## config.mk

```make
export PLATFORM = sky130hd
export DESIGN_NAME = axil_spram_bridge
export DESIGN_NICKNAME = d
export VERILOG_FILES = /design/src/rtl/axil_spram_bridge.sv
export SDC_FILE = /design/constraint.sdc
export NUM_CORES = 1
export LEC_CHECK = 0
export CELL_PAD_IN_SITES_DETAIL_PLACEMENT = 2
export CELL_PAD_IN_SITES_GLOBAL_PLACEMENT = 2
export CORE_MARGIN = 2
export CORE_UTILIZATION = 23
export DETAILED_ROUTE_END_ITERATION = 16
export PLACE_DENSITY = 0.87
export REMOVE_ABC_BUFFERS = 1
export SYNTH_ARGS = -nofsm -noshare
export SYNTH_HDL_FRONTEND = slang
export SYNTH_SLANG_ARGS = --single-unit
```

## constraint.sdc

```tcl
create_clock -name clk -period 2.03 [get_ports clk]
set_clock_uncertainty 0.2 [all_clocks]
set_input_delay 0.406 -clock clk [delete_from_list [all_inputs] [get_ports clk]]
set_output_delay 0.406 -clock clk [all_outputs]
set_load 0.005 [all_outputs]
```

## src/rtl/axil_spram_bridge.sv

```systemverilog
// AXI4-Lite (8-bit lane) slave to single-port SPRAM bridge; one transaction in flight, round-robin read/write arbitration.
// Latency: B valid 2 cycles after the AW/W handshake, R valid MEM_RD_LAT+2 cycles after AR; no new accepts until the response handshakes.
module axil_spram_bridge #(
    parameter int ADDR_W     = 5,
    parameter int DATA_W     = 8,
    parameter int MEM_RD_LAT = 1
) (
    input  logic              clk,
    input  logic              rst,
    input  logic [ADDR_W-1:0] s_awaddr,
    input  logic              s_awvalid,
    output logic              s_awready,
    input  logic [DATA_W-1:0] s_wdata,
    input  logic              s_wstrb,
    input  logic              s_wvalid,
    output logic              s_wready,
    output logic [1:0]        s_bresp,
    output logic              s_bvalid,
    input  logic              s_bready,
    input  logic [ADDR_W-1:0] s_araddr,
    input  logic              s_arvalid,
    output logic              s_arready,
    output logic [DATA_W-1:0] s_rdata,
    output logic [1:0]        s_rresp,
    output logic              s_rvalid,
    input  logic              s_rready,
    output logic              mem_en,
    output logic              mem_we,
    output logic [ADDR_W-1:0] mem_addr,
    output logic [DATA_W-1:0] mem_din,
    input  logic [DATA_W-1:0] mem_dout
);

    typedef enum logic [2:0] {IDLE, WR, WRESP, RD, RWAIT, RRESP} state_t;

    localparam logic [1:0] RWAIT_LAST = 2'(MEM_RD_LAT - 1);

    state_t            state_q, state_d;
    logic              last_wr_q, last_wr_d;
    logic [1:0]        cnt_q, cnt_d;
    logic              mem_en_q, mem_en_d;
    logic              mem_we_q, mem_we_d;
    logic [ADDR_W-1:0] addr_q, addr_d;
    logic [DATA_W-1:0] din_q, din_d;
    logic [DATA_W-1:0] rdata_q, rdata_d;
    logic              bvalid_q, bvalid_d;
    logic              rvalid_q, rvalid_d;

    logic wr_req, rd_req, grant_wr, grant_rd;

    // A write needs both AW and W; on a collision the channel not served last wins.
    assign wr_req   = s_awvalid & s_wvalid;
    assign rd_req   = s_arvalid;
    assign grant_wr = (state_q == IDLE) && wr_req && (!rd_req || !last_wr_q);
    assign grant_rd = (state_q == IDLE) && rd_req && (!wr_req || last_wr_q);

    assign s_awready = grant_wr;
    assign s_wready  = grant_wr;
    assign s_arready = grant_rd;
    assign s_bresp   = 2'b00;
    assign s_bvalid  = bvalid_q;
    assign s_rresp   = 2'b00;
    assign s_rvalid  = rvalid_q;
    assign s_rdata   = rdata_q;
    assign mem_en    = mem_en_q;
    assign mem_we    = mem_we_q;
    assign mem_addr  = addr_q;
    assign mem_din   = din_q;

    always_comb begin
        state_d   = state_q;
        last_wr_d = last_wr_q;
        cnt_d     = cnt_q;
        mem_en_d  = 1'b0;
        mem_we_d  = 1'b0;
        addr_d    = addr_q;
        din_d     = din_q;
        rdata_d   = rdata_q;
        bvalid_d  = bvalid_q;
        rvalid_d  = rvalid_q;
        case (state_q)
            IDLE: begin
                if (grant_wr) begin
                    state_d   = WR;
                    last_wr_d = 1'b1;
                    mem_en_d  = 1'b1;
                    mem_we_d  = s_wstrb;
                    addr_d    = s_awaddr;
                    din_d     = s_wdata;
                end else if (grant_rd) begin
                    state_d   = RD;
                    last_wr_d = 1'b0;
                    mem_en_d  = 1'b1;
                    addr_d    = s_araddr;
                end
            end
            WR: begin
                state_d  = WRESP;
                bvalid_d = 1'b1;
            end
            WRESP: begin
                if (s_bready) begin
                    bvalid_d = 1'b0;
                    state_d  = IDLE;
                end
            end
            RD: begin
                state_d = RWAIT;
                cnt_d   = 2'd0;
            end
            RWAIT: begin
                // mem_dout becomes valid on the MEM_RD_LAT-th edge after the strobe.
                if (cnt_q == RWAIT_LAST) begin
                    rdata_d  = mem_dout;
                    rvalid_d = 1'b1;
                    state_d  = RRESP;
                end else begin
                    cnt_d = cnt_q + 2'd1;
                end
            end
            RRESP: begin
                if (s_rready) begin
                    rvalid_d = 1'b0;
                    state_d  = IDLE;
                end
            end
            default: state_d = IDLE;
        endcase
    end

    always_ff @(posedge clk) begin
        if (rst) begin
            state_q   <= IDLE;
            last_wr_q <= 1'b1;
            cnt_q     <= 2'd0;
            mem_en_q  <= 1'b0;
            mem_we_q  <= 1'b0;
            addr_q    <= '0;
            din_q     <= '0;
            rdata_q   <= '0;
            bvalid_q  <= 1'b0;
            rvalid_q  <= 1'b0;
        end else begin
            state_q   <= state_d;
            last_wr_q <= last_wr_d;
            cnt_q     <= cnt_d;
            mem_en_q  <= mem_en_d;
            mem_we_q  <= mem_we_d;
            addr_q    <= addr_d;
            din_q     <= din_d;
            rdata_q   <= rdata_d;
            bvalid_q  <= bvalid_d;
            rvalid_q  <= rvalid_d;
        end
    end

endmodule

```

# ---- Word level (Yosys, flattened, before mapping)
# Cells that the tools add are included.
dict set report word_totals {
  reg_bits 31
  inputBits 34
  output_inout_bits 32
  elab_cells 67
}
dict set report op_classes {
  addsub 1
  eq_ne 10
  mux 19
  bitwise 3
  reduce_logical 24
}
# op n
set ops {}
lappend ops {{$pmux W3 S6} 1}
lappend ops {{$mux W3} 5}
lappend ops {{$mux W5} 2}
lappend ops {{$reduce_and A2 Y1} 5}
lappend ops {{$ne A2 B2 Y1 const B} 4}
lappend ops {{$reduce_bool A2 Y1} 4}
lappend ops {{$mux W1} 7}
lappend ops {{$eq A3 B2 Y1 const B} 2}
lappend ops {{$eq A3 B3 Y1 const B} 2}
lappend ops {{$logic_and A1 B1 Y1} 4}
lappend ops {{$pmux W1 S2} 2}
lappend ops {{$pmux W2 S2} 1}
lappend ops {{$reduce_and A4 Y1} 1}
lappend ops {{$eq A3 B1 Y1 const B} 1}
lappend ops {{$logic_not A1 Y1} 3}
lappend ops {{$logic_not A3 Y1} 1}
lappend ops {{$ne A3 B3 Y1 const B} 1}
lappend ops {{$reduce_and A3 Y1} 1}
lappend ops {{$reduce_or A3 Y1} 1}
lappend ops {{$add A2 B1 Y2 const B} 1}
lappend ops {{$logic_not A2 Y1} 1}
lappend ops {{$logic_or A1 B1 Y1} 2}
lappend ops {{$mux W2} 1}
lappend ops {{$not A1 Y1} 2}
lappend ops {{other kinds (2)} 2}

# ---- Depth between registers and ports, before layout
dict set report logic_depth {
  word_depth 7
  mapped_depth 6
  ltp_nobuf 5
}

# ---- Least setup slack after synthesis
# No wires, ideal clock.
dict set report synth_path {
  kind {register -> output}
  startpoint {reg state_q[2]}
  endpoint {out s_arready}
  t_arrival_ps 1067
  required_time_ps 1424
  path_slack_ps 357
  path_stages_with_launch 5
  n_path_buf 2
  cell_sequence {dfxtp_1 or3_1 buf_2 buf_6 nor2_1}
}
dict set report synth_via {
  elab_chain_len 3
}
# element line
set synth_rtl {}
lappend synth_rtl {{start, declared} 38} ;# state_t state_q, state_d;
lappend synth_rtl {{start signal, assigned} 144} ;# state_q <= state_d;
lappend synth_rtl {{$logic_not A3 Y1} 55} ;# assign grant_rd = (state_q == IDLE) && rd_req && (!wr_req || last_wr_q);
lappend synth_rtl {{$logic_and A1 B1 Y1 (2 in a row)} 55}
lappend synth_rtl {{end, declared} 22} ;# output logic s_arready,
# No other way between the ends.

# ---- Final worst setup path
dict set report layout_path {
  startpoint {in s_wvalid}
  endpoint {out s_awready}
}
dict set report layout_via {
  elab_chain_len 3
}
# element line
set layout_rtl {}
lappend layout_rtl {{start, declared} 15} ;# input logic s_wvalid,
lappend layout_rtl {{$and A1 B1 Y1} 52} ;# assign wr_req = s_awvalid & s_wvalid;
lappend layout_rtl {{$logic_and A1 B1 Y1 (2 in a row)} 54} ;# assign grant_wr = (state_q == IDLE) && wr_req && (!rd_req || !last_wr_q);
lappend layout_rtl {{end, declared} 12} ;# output logic s_awready,
# No other way between the ends.

==> results.txt <==
The run finished with clean final reports. The routability-driven placement congestion ratio came out at 0.6658. TritonCTS built the clock tree. For this design the static power due to leakage is 0.8572 nW. The first routing iteration left 40 violations. Detailed placement ended at an HPWL of 3637 um. The clock latency on the worst-skew pair is 280 ps. Yosys printed 0 warnings. The first-pass GRT wire length is 8776 um. Counting flops with an async set or reset pin after synthesis yields a share of 0%. The type of the most critical hold path is flip-flop to flip-flop.

The worst setup path is launched from a primary input. At the worst endpoint, the required time is approximately 1400 ps. The number of synthesized register bits is 31. The layout cell share with drive strength beyond 1 came out at 16.53%. The count of final max-slew check failures is 0.

The number of clock sinks is 31. In the synthesized netlist, the number of instances is 166. The worst slack after detailed placement is -407.4 ps. After synthesis, the netlist uses 40 different library cells. The share of synthesized area occupied by flip-flops and latches came out at 42.39%. The netlist area before placement is 1464 um2. The area of the core came out at between 6000 and 7000 um2.

The CTS clock-pin slew for the worst setup and hold paths is 70 ps. The kind of end point of the critical path is a primary output. The worst vdd rail ir drop came out at 0.0002904 V.

The cell that appears most often on the critical path is sky130_fd_sc_hd__dlygate4sd2_1. The final route contains 1553 vias. The setup path with the least slack is of type primary input to primary output.

The area enclosed by the die boundary came out at 7019 um2. At the worst endpoint, the arrival time is 1370 ps. The synthesized design contains 0 enable-type register cells. The vias per cell is 4.962.

The dominant synthesized flop cell is sky130_fd_sc_hd__dfxtp_1. The number of standard-cell rows in the floorplan came out at 29. The net count reported at finish is 270. The worst hold path terminates at mem_din[4]$_SDFFE_PP0P_. The count of inserted antenna diode cells came out at 0. In the post-synthesis netlist, the biggest area contributors are sky130_fd_sc_hd__dfxtp_1 42%, sky130_fd_sc_hd__mux2i_1 6.8%, sky130_fd_sc_hd__o31ai_1 6.7%. Entering global routing, the biggest net connects 33 pins. The area growth from synthesis to layout is 60.34%. After detailed routing, the number of remaining DRC violations is 0.

The instance count along the most critical hold path is 2. The post-synthesis area per instance is 8.819 um2. The top-level port count came out at 66. The worst hold path begins at mem_din[4]$_SDFFE_PP0P_. The synthesized design devotes to its leading area cell type 42.39% of total area.

For the pin with the worst max-slew slack, the measured transition is approximately 540 ps. The global-route total usage across every layer is roughly 16%. Counting instances in the post-synthesis netlist gives the leading cell types as 31 x sky130_fd_sc_hd__dfxtp_1, 18 x sky130_fd_sc_hd__a21oi_1, 15 x sky130_fd_sc_hd__nor2_1, 13 x sky130_fd_sc_hd__nand4_1, 13 x sky130_fd_sc_hd__o31ai_1. The library cell contributing the largest single delay on the critical path is sky130_fd_sc_hd__dlygate4sd2_1.

The initial utilization of the core area, before any placement, comes to 23.46%. The highest fanout seen on the critical path is 4. In this run the deepest clock path goes through 2 buffers. The clock tree synthesis step divided the H-tree into 2 levels.

The via count of the first global-routing pass came out at 1793. The floorplan step set the die width to 83.78 um. The total overflow left after global routing is 0.

Clock tree synthesis selected as its root buffer the cell sky130_fd_sc_hd__clkbuf_8. The shortest clock period the worst path allows after layout is 1978 ps. The largest stage delay on the critical path is 270 ps.

Input and output buffers added on the ports amount to roughly 60. The final instance count without filler cells is 313. The number of antenna violations at the first check in global routing is 0. The signal on the critical path passes through dlygate4sd2_1 > and2_4 > nand3_2 > clkinv_2 > buf_4 > dlygate4sd2_1.

In the post-synthesis netlist, the cell with the most instances is sky130_fd_sc_hd__dfxtp_1. The count of nets left with antenna violations once routing finished came out at 0. The leading area contributor after synthesis is sky130_fd_sc_hd__dfxtp_1.

The detailed-route wire length is 5134 um. Dividing the final minimum period by the clock period gives ~100%. The worst register-to-register path begins at state_q[1]$_SDFFE_PP0P_. The register-to-register setup slack came out at 170 ps. After detailed routing, the average wire length per cell comes to 16.40 um. The worst reg2reg path depth came out at 5.

The power density over cell area is approximately 820 nW/um2. The post-layout worst setup margin came out at 52.35 ps. The reported max-cap violation count came out at 0.

The vertical die dimension came out at 83.78 um. The capture instance of the worst register-to-register path is mem_addr[3]$_SDFFE_PP0P_. The cell count after placement is 299. Static timing analysis puts the maximum clock frequency at 0.5057 GHz.

The number of buffers added by the clock tree synthesis step came out at 5. Summed over all failing endpoints, the final setup total negative slack is 0 ps. The number of failing setup endpoints in the final timing report came out at 0. The final core area utilization came out at 37.61%.

The detailed-routing iteration count for the pre-antenna-repair pass came out at 4. The worst relative slew slack came out at between 60% and 70%. The count of final hold-check violations came out at 0.
[metrics by stage]
| stage | instance area, um2 | hold slack [ps] | total power [W] |
|---|---|---|---|
| 6_report | 2347 | 281.6 | 0.001927 |
| 5_1_grt | 2347 | 301.5 | 0.002059 |
| 4_1_cts | 2321 | 287.0 | 0.001932 |
| 3_5_place_dp | 2186 | 273.8 | 0.001348 |
| 3_3_place_gp | 2186 | 264.9 | 0.001329 |
| 2_1_floorplan | 1363 | 258.5 | 0.0009975 |
[power by group]
part	switching, W	internal [W]
clock network	0.000232	0.000309
logic	0.000325	0.000335
registers	0.0000473	0.000678
total	0.000604	0.00132
[worst max-delay path, delay by kind of cell]
kind	cells	cell delay, ps
buffers and inverters	4	720
and+or+nand+nor	2	240
[per-layer routing]
layer | track usage (%) | wire [um] | vias up
li1 | - | - | 741
met2 | 28.22 | 2580 | 50
met5 | 0 | 0 | -
met3 | 5.045 | 326 | 5
met4 | 4.106 | 49 | 0
met1 | 17.63 | 2178 | 757
[repair_timing]
item / 4_1_cts / 5_1_grt
pin swaps: 3 / 2
buffers inserted: 4 / 2
setup endpoints to repair: 3 / 2
hold buffers: 0 / 0
resized for setup: 12 / 7
[area by class of cell]
type                    instances  area [um2]
clock buffers                   8       100.1
repair buffers                 80       755.7
multi-input cells             114       758.2
well taps                      77       96.34
inverters                       3       12.51
fillers                       690        3894
flip-flops and latches         31       624.3
[worst max path at each step]
stage,endpoint,slack (ps),start,cells past startpoint
2_1_floorplan,s_rdata[0]$_SDFFE_PP0P_,-410,cnt_q[0]$_SDFFE_PP0P_,5
3_3_place_gp,s_awready,-330,s_awvalid,5
3_5_place_dp,s_awready,-410,s_wvalid,5
4_1_cts,s_awready,5,s_awvalid,6
5_1_grt,s_awready,-10,state_q[0]$_SDFFE_PP0P_,5
6_report,s_awready,50,s_wvalid,6
[registers in the layout, summed over array words and instances (netlist names)]
signal     flops
mem_din        8
mem_we         1
s_rvalid       1
last_wr_q      1
mem_addr       5
state_q        3
mem_en         1
s_bvalid       1
s_rdata        8
cnt_q          2
[logic make-up (layout without fill, tap and decap cells)]
logic type                 after synthesis  after routing  synth area share, %
adders and majority gates                1              1               0.8546
AOI/OAI and AO/OA                       47             47                21.20
xor gates and xnor gates                 1              1               0.5984
and+or+nand+nor                         51             51                19.40
buffers and inverters                   24             91                8.462
muxes                                   10             10                6.838
DFF                                     31             31                42.39
other                                    1              4               0.2562
[cells in the final DEF, fill, tap and decap left out, types with 2 or more instances in the layout]
cell and count:
sky130_fd_sc_hd__dfxtp_2 3, sky130_fd_sc_hd__nand2b_1 2, sky130_fd_sc_hd__a211oi_1 2, sky130_fd_sc_hd__buf_4 18, sky130_fd_sc_hd__inv_1 2, sky130_fd_sc_hd__a311oi_1 5, sky130_fd_sc_hd__o21ai_1 2, sky130_fd_sc_hd__clkbuf_8 7
sky130_fd_sc_hd__nor3_1 2, sky130_fd_sc_hd__nand4_1 13, sky130_fd_sc_hd__dfxtp_1 28, sky130_fd_sc_hd__nor2_1 14, sky130_fd_sc_hd__mux2i_1 10, sky130_fd_sc_hd__o31ai_1 13, sky130_fd_sc_hd__clkdlybuf4s50_1 55, sky130_fd_sc_hd__dlygate4sd2_1 4
sky130_fd_sc_hd__conb_1 4, sky130_fd_sc_hd__a21oi_1 18, sky130_fd_sc_hd__nand2_1 6
(Power assumes the default switching activity.)
